--- config.mk ---
export PLATFORM = sky130hd
export DESIGN_NAME = fb_scan_arbiter
export DESIGN_NICKNAME = d
export VERILOG_FILES = /design/src/rtl/fb_scan_arbiter.sv
export SDC_FILE = /design/constraint.sdc
export NUM_CORES = 1
export LEC_CHECK = 0
export ABC_AREA = 1
export CAP_MARGIN = 20
export CORE_MARGIN = 5
export CORE_UTILIZATION = 40
export DETAILED_ROUTE_END_ITERATION = 10
export PLACE_DENSITY = 0.67
export SLEW_MARGIN = 20
export SYNTH_ARGS = -nofsm -noshare
export SYNTH_HDL_FRONTEND = slang
export SYNTH_SLANG_ARGS = --single-unit
--- constraint.sdc ---
create_clock -name fbclk -period 2.5 [get_ports fbclk]
set_input_delay 0.5 -clock fbclk [delete_from_list [all_inputs] [get_ports fbclk]]
set_output_delay 0.5 -clock fbclk [all_outputs]
set_load 0.02 [all_outputs]
--- src/rtl/fb_scan_arbiter.sv ---
`default_nettype none
// ============================================================================
//  Module   : fb_scan_arbiter
//  Brief    : Shares the single-port 160x144 2bpp framebuffer RAM between
//             4x/3x scaled display scan-out (fixed read slot, absolute
//             priority) and PPU writes (req/ack, at most one per 2 cycles).
//  Options  : FB_TESTPATTERN_EN adds input test_pat; while high, pix shows
//             (col + row) mod 4 and no read slots are issued.
//  Revision : 1.0  initial release
// ============================================================================
module fb_scan_arbiter #(
   parameter int GB_W   = 160,
   parameter int GB_H   = 144,
   parameter int YSCALE = 3,
   parameter int ADDR_W = 15
) (
   input  logic              fbclk,
   input  logic              rst,
`ifdef FB_TESTPATTERN_EN
   input  logic              test_pat,
`endif
   input  logic [11:0]       x,
   input  logic [11:0]       y,
   input  logic              wr_req,
   input  logic [ADDR_W-1:0] wr_addr,
   input  logic [1:0]        wr_data,
   output logic              wr_ack,
   output logic [ADDR_W-1:0] mem_addr,
   output logic              mem_we,
   output logic [1:0]        mem_wdata,
   input  logic [1:0]        mem_rdata,
   output logic [1:0]        pix,
   output logic              pix_active
);

   localparam int SUB_W = (YSCALE > 1) ? $clog2(YSCALE) : 1;
   localparam int ROW_W = $clog2(GB_H + 1);

   localparam logic [11:0]       c_img_w    = 12'(GB_W * 4);
   localparam logic [11:0]       c_img_h    = 12'(GB_H * YSCALE);
   localparam logic [11:0]       c_last_x   = 12'(GB_W * 4 - 1);
   localparam logic [ADDR_W-1:0] c_fb_size  = ADDR_W'(GB_W * GB_H);
   localparam logic [ADDR_W-1:0] c_row_step = ADDR_W'(GB_W);
   localparam logic [SUB_W-1:0]  c_sub_last = SUB_W'(YSCALE - 1);

   // Row tracking state
   logic [ADDR_W-1:0] r_row_base;
   logic [SUB_W-1:0]  r_sub;
   logic [ROW_W-1:0]  r_gb_row;

   // Scan-out pipeline state
   logic       r_rd_p1, r_rd_p2;
   logic       r_act_p1, r_act_p2;
   logic       r_tp_p1, r_tp_p2;
   logic [1:0] r_tpv_p1, r_tpv_p2;

   logic              w_test;
   logic              w_frame_start;
   logic              w_image;
   logic              w_line_end;
   logic              w_read_slot;
   logic              w_grant;
   logic              w_wr_in_range;
   logic [ADDR_W-1:0] w_row_base;
   logic [SUB_W-1:0]  w_sub;
   logic [ROW_W-1:0]  w_gb_row;
   logic [ADDR_W-1:0] w_rd_addr;
   logic [1:0]        w_tp_val;

`ifdef FB_TESTPATTERN_EN
   assign w_test = test_pat;
`else
   assign w_test = 1'b0;
`endif

   assign w_frame_start = (x == 12'd0) && (y == 12'd0);
   assign w_image       = (x < c_img_w) && (y < c_img_h);
   assign w_line_end    = (x == c_last_x) && (y < c_img_h);

   // The frame-start reset of the row tracker takes effect in the same cycle
   // so the read issued at raster (0,0) already uses row 0.
   assign w_row_base = w_frame_start ? '0 : r_row_base;
   assign w_sub      = w_frame_start ? '0 : r_sub;
   assign w_gb_row   = w_frame_start ? '0 : r_gb_row;

   assign w_read_slot   = w_image && (x[1:0] == 2'b00) && !w_test;
   // A request is never granted in its own ack cycle.
   assign w_grant       = !w_read_slot && wr_req && !wr_ack;
   assign w_wr_in_range = (wr_addr < c_fb_size);
   assign w_rd_addr     = w_row_base + ADDR_W'(x[11:2]);
   assign w_tp_val      = x[3:2] + w_gb_row[1:0];

   // Advance the Game Boy row every YSCALE image lines; restart at frame start
   always_ff @(posedge fbclk or posedge rst) begin
      if (rst) begin
         r_row_base <= '0;
         r_sub      <= '0;
         r_gb_row   <= '0;
      end else if (w_line_end) begin
         if (w_sub == c_sub_last) begin
            r_sub      <= '0;
            r_row_base <= w_row_base + c_row_step;
            r_gb_row   <= w_gb_row + ROW_W'(1);
         end else begin
            r_sub      <= w_sub + SUB_W'(1);
            r_row_base <= w_row_base;
            r_gb_row   <= w_gb_row;
         end
      end else if (w_frame_start) begin
         r_row_base <= '0;
         r_sub      <= '0;
         r_gb_row   <= '0;
      end
   end

   // RAM port arbitration: read slot first, then a pending write, else idle
   always_ff @(posedge fbclk or posedge rst) begin
      if (rst) begin
         mem_addr  <= '0;
         mem_we    <= 1'b0;
         mem_wdata <= 2'd0;
         wr_ack    <= 1'b0;
      end else if (w_read_slot) begin
         mem_addr <= w_rd_addr;
         mem_we   <= 1'b0;
         wr_ack   <= 1'b0;
      end else if (w_grant) begin
         // Out-of-range writes are acknowledged but never reach the RAM.
         mem_addr  <= wr_addr;
         mem_wdata <= wr_data;
         mem_we    <= w_wr_in_range;
         wr_ack    <= 1'b1;
      end else begin
         mem_we <= 1'b0;
         wr_ack <= 1'b0;
      end
   end

   // Three-stage scan-out pipeline: address, RAM data, pixel capture
   always_ff @(posedge fbclk or posedge rst) begin
      if (rst) begin
         r_rd_p1    <= 1'b0;
         r_rd_p2    <= 1'b0;
         r_act_p1   <= 1'b0;
         r_act_p2   <= 1'b0;
         r_tp_p1    <= 1'b0;
         r_tp_p2    <= 1'b0;
         r_tpv_p1   <= 2'd0;
         r_tpv_p2   <= 2'd0;
         pix_active <= 1'b0;
         pix        <= 2'd0;
      end else begin
         r_rd_p1    <= w_read_slot;
         r_rd_p2    <= r_rd_p1;
         r_act_p1   <= w_image;
         r_act_p2   <= r_act_p1;
         r_tp_p1    <= w_test;
         r_tp_p2    <= r_tp_p1;
         r_tpv_p1   <= w_tp_val;
         r_tpv_p2   <= r_tpv_p1;
         pix_active <= r_act_p2;
         if (!r_act_p2) begin
            pix <= 2'd0;
         end else if (r_tp_p2) begin
            pix <= r_tpv_p2;
         end else if (r_rd_p2) begin
            pix <= mem_rdata;
         end
      end
   end

endmodule
`default_nettype wire

==> results_dict.tcl <==
set metrics [dict create \
    synth.top_cell.area_share 0.404 \
    insertion_delay_ns 0.30 \
    critPathRequiredTime_ns 2.70 \
    power_mw 1.89 \
    slowest_stage "ha_1" \
    power.density_nw_per_um2 427 \
    grt_start_max_net_pins 44 \
    worst_path_most_repeated_cell "nand3_2" \
    start_util 0.415 \
    syn_nets 404 \
    hold_path_class "reg2reg" \
    dp_hpwl_microns 5750 \
    cap_violations 0 \
    first_pass_iters 7 \
    placementRows 29 \
    htreeDepth 2 \
    routed_wl_microns 8370 \
    leakage_nw 2.22 \
    die_width_microns 91.6 \
    dp.cells 553 \
    violations "setup timing" \
    postCtsHoldBufs 0 \
    grt_pass1_wl_microns 13400 \
    maxSlewHeadroom 0.627 \
    drc 0 \
    cp_top_family "simple AND/OR/NAND/NOR gates" \
    syn_to_final_growth_pct 66.6 \
    drt_iter0_markers 122 \
    final_nets 569 \
    hold_ws_ns 0.365 \
    critPathMaxFanout 6 \
    gp_congestion 0.816 \
    setup_ws_ns -0.0681 \
    cts_tree "yes" \
    finalCriticalPeriod_ns 2.57 \
    antenna_found_initial 0 \
    critPathBufInv 2 \
    worstSetupPathType "in2reg" \
    fmax_ghz 0.389 \
    overflow 0 \
    die_area_sq_um 8390 \
    syn_area_per_cell_sq_um 7.67 \
    drive_above_1_share 0.411 \
    wl_per_cell_microns 14.2 \
    status "finished with violations" \
    synth_top_area_cell "dfrtp_1" \
    core_area_sq_um 6420 \
    yosys-top-cells-area "dfrtp_1 (40%), nand2_1 (11%), inv_1 (6.6%)" \
    io_buffers 67 \
    ant_nets 0 \
    worstSetupStartpointType "input pin" \
    cts_root_buf "clkbuf_8" \
    ys_seq_elements 43 \
    drv_slew 0 \
    seq_area_frac_synth 0.404 \
    finalHoldViolCount 0 \
    yosys_warnings 0 \
    clock_skew_ns 0.00534 \
    vdd.ir_drop.worst_uv 241 \
    grt_pass1_vias 2841 \
    rsz0062_at_grt "yes" \
    die_y_microns 91.6 \
    cts-buffers-inserted 5 \
    slowest_delay_ns 0.34 \
    clk_pin_slew_ns 0.08 \
    cp_cell_sequence "buf_4 -> nor2_4 -> nand3_2 -> nor2_2 -> nand3_4 -> inv_6 -> nor2_2 -> ha_1 -> nand3_2 -> nand2_2 -> nand3_2 -> nand2_2 -> nand2_2 -> nand3_2 -> nand3b_1 -> nand2_2 -> nand2_1 -> nand2_1 -> nand3_2 -> nand2_1 -> nand2_1" \
    vias 2913 \
    netlist_instances 347 \
    grt_util_all_layers 0.193 \
    stdcell_count 590 \
    setup_violations 7 \
    final.period_utilization 1.03 \
    cp_data_arrival_time_ns 2.77 \
    diodes 0 \
    clk_path_buf_depth 2 \
    vias_per_cell 4.94 \
    crit_path_end_kind "flop" \
    synth.distinct_cells 40 \
    cts.sinks 43 \
    tightest_slew_ns 0.559 \
    io-pin-count 68 \
    synth.cell_area_sq_um 2660 \
    setup_tns_ns -0.271 \
]
[flip-flops by register name, summed over array words and instances, names as in the netlist]
register,flops
mem_addr,15
mem_wdata,2
mem_we,1
pix,2
pix_active,1
r_act_p1,1
r_act_p2,1
r_rd_p1,1
r_rd_p2,1
r_row_base,15
r_sub,2
wr_ack,1
[metal layers]
| metal | routed length, microns | share of wire | global-route usage | up-vias |
|---|---|---|---|---|
| met5 | 0 | 0 | 0 | - |
| met4 | 153 | 0.018 | 0.0477 | 0 |
| met3 | 467 | 0.056 | 0.0314 | 16 |
| met2 | 4210 | 0.50 | 0.337 | 103 |
| met1 | 3540 | 0.42 | 0.249 | 1345 |
| li1 | - | - | - | 1449 |
[per-stage QoR]
stage | area (sq um) | setup slack, ns | util
5_1_grt | 4440 | -0.212 | 0.691
2_1_floorplan | 2690 | 0.00272 | -
3_5_place_dp | 3920 | -0.709 | 0.610
4_1_cts | 4310 | -0.0356 | 0.672
6_report | 4440 | -0.0681 | 0.691
3_3_place_gp | 3920 | -0.630 | 0.610
[cells in the final DEF (no fill, tap or decap), types with 8 or more instances in the layout]
cell and n:
clkdlybuf4s50_1 43, nor2_1 31, inv_1 41, inv_2 10, buf_6 10, dfrtp_1 43, nand3_2 9, buf_4 95
xor2_1 8, nor2_2 11, nand2_2 17, clkbuf_2 14, nand3_1 23, nand2_1 67
[Yosys cell counts, drive strengths merged]
cell type and instances:
o311ai 2, or2 2, a21oi 11, a31oi 1, dfrtp 43, xor2 9, nor3 7, and3 2
o21bai 1, xnor2 1, buf 4, a211oi 1, nand2 89, o21ai 9, nor2 48, o211ai 2
nand4 7, mux2 1, and2 1, nor4 3, fa 1, nand3b 1, ha 10, inv 54
o22ai 3, nand3 34
[power breakdown]
| part | switching [mW] | internal, mW | total (mW) | leakage, nW |
|---|---|---|---|---|
| sequential | 0.0215 | 0.735 | 0.757 | 0.518 |
| clock | 0.249 | 0.399 | 0.649 | 0.0654 |
| combinational | 0.236 | 0.253 | 0.489 | 1.64 |
| total | 0.507 | 1.39 | 1.89 | 2.22 |
[layout make-up]
type | count | area [sq um]
clock inverter | 2 | 60.1
timing repair buffer | 162 | 1330
multi-input combinational | 246 | 1590
tap | 77 | 96.3
fill | 512 | 1990
inverter | 54 | 214
sequential | 43 | 1080
clock buffer | 6 | 72.6
[worst paths after layout]
check	startpoint	endpoint	slack, ns	cells past startpoint
worst max-delay path	x[7]	mem_addr[14]	-0.07	21
worst min-delay path	r_act_p1	r_act_p2	0.36	0
worst max register to register	r_row_base[0]	mem_addr[14]	0.16	19
worst min register to register	r_act_p1	r_act_p2	0.36	0
max in group asynchronous	rst	r_row_base[7]	1.47	3
min in group asynchronous	rst	mem_addr[5]	0.65	3
[kinds of logic after synthesis]
logic type / synth area share
simple gates: 0.345
buf+inv: 0.0883
flops: 0.404
compound gates: 0.0705
fa+ha+maj: 0.0545
xor+xnor: 0.0329
mux: 0.00423
[what timing repair did]
| action | in CTS | in global routing |
|---|---|---|
| endpoints found under the setup margin | 15 | 22 |
| resized for setup | 77 | 72 |
| buffers inserted | 26 | 6 |
| endpoints found under the hold margin | 0 | 0 |
| pin swaps | 37 | 50 |
No activity file was read; power rests on OpenSTA's default activity.
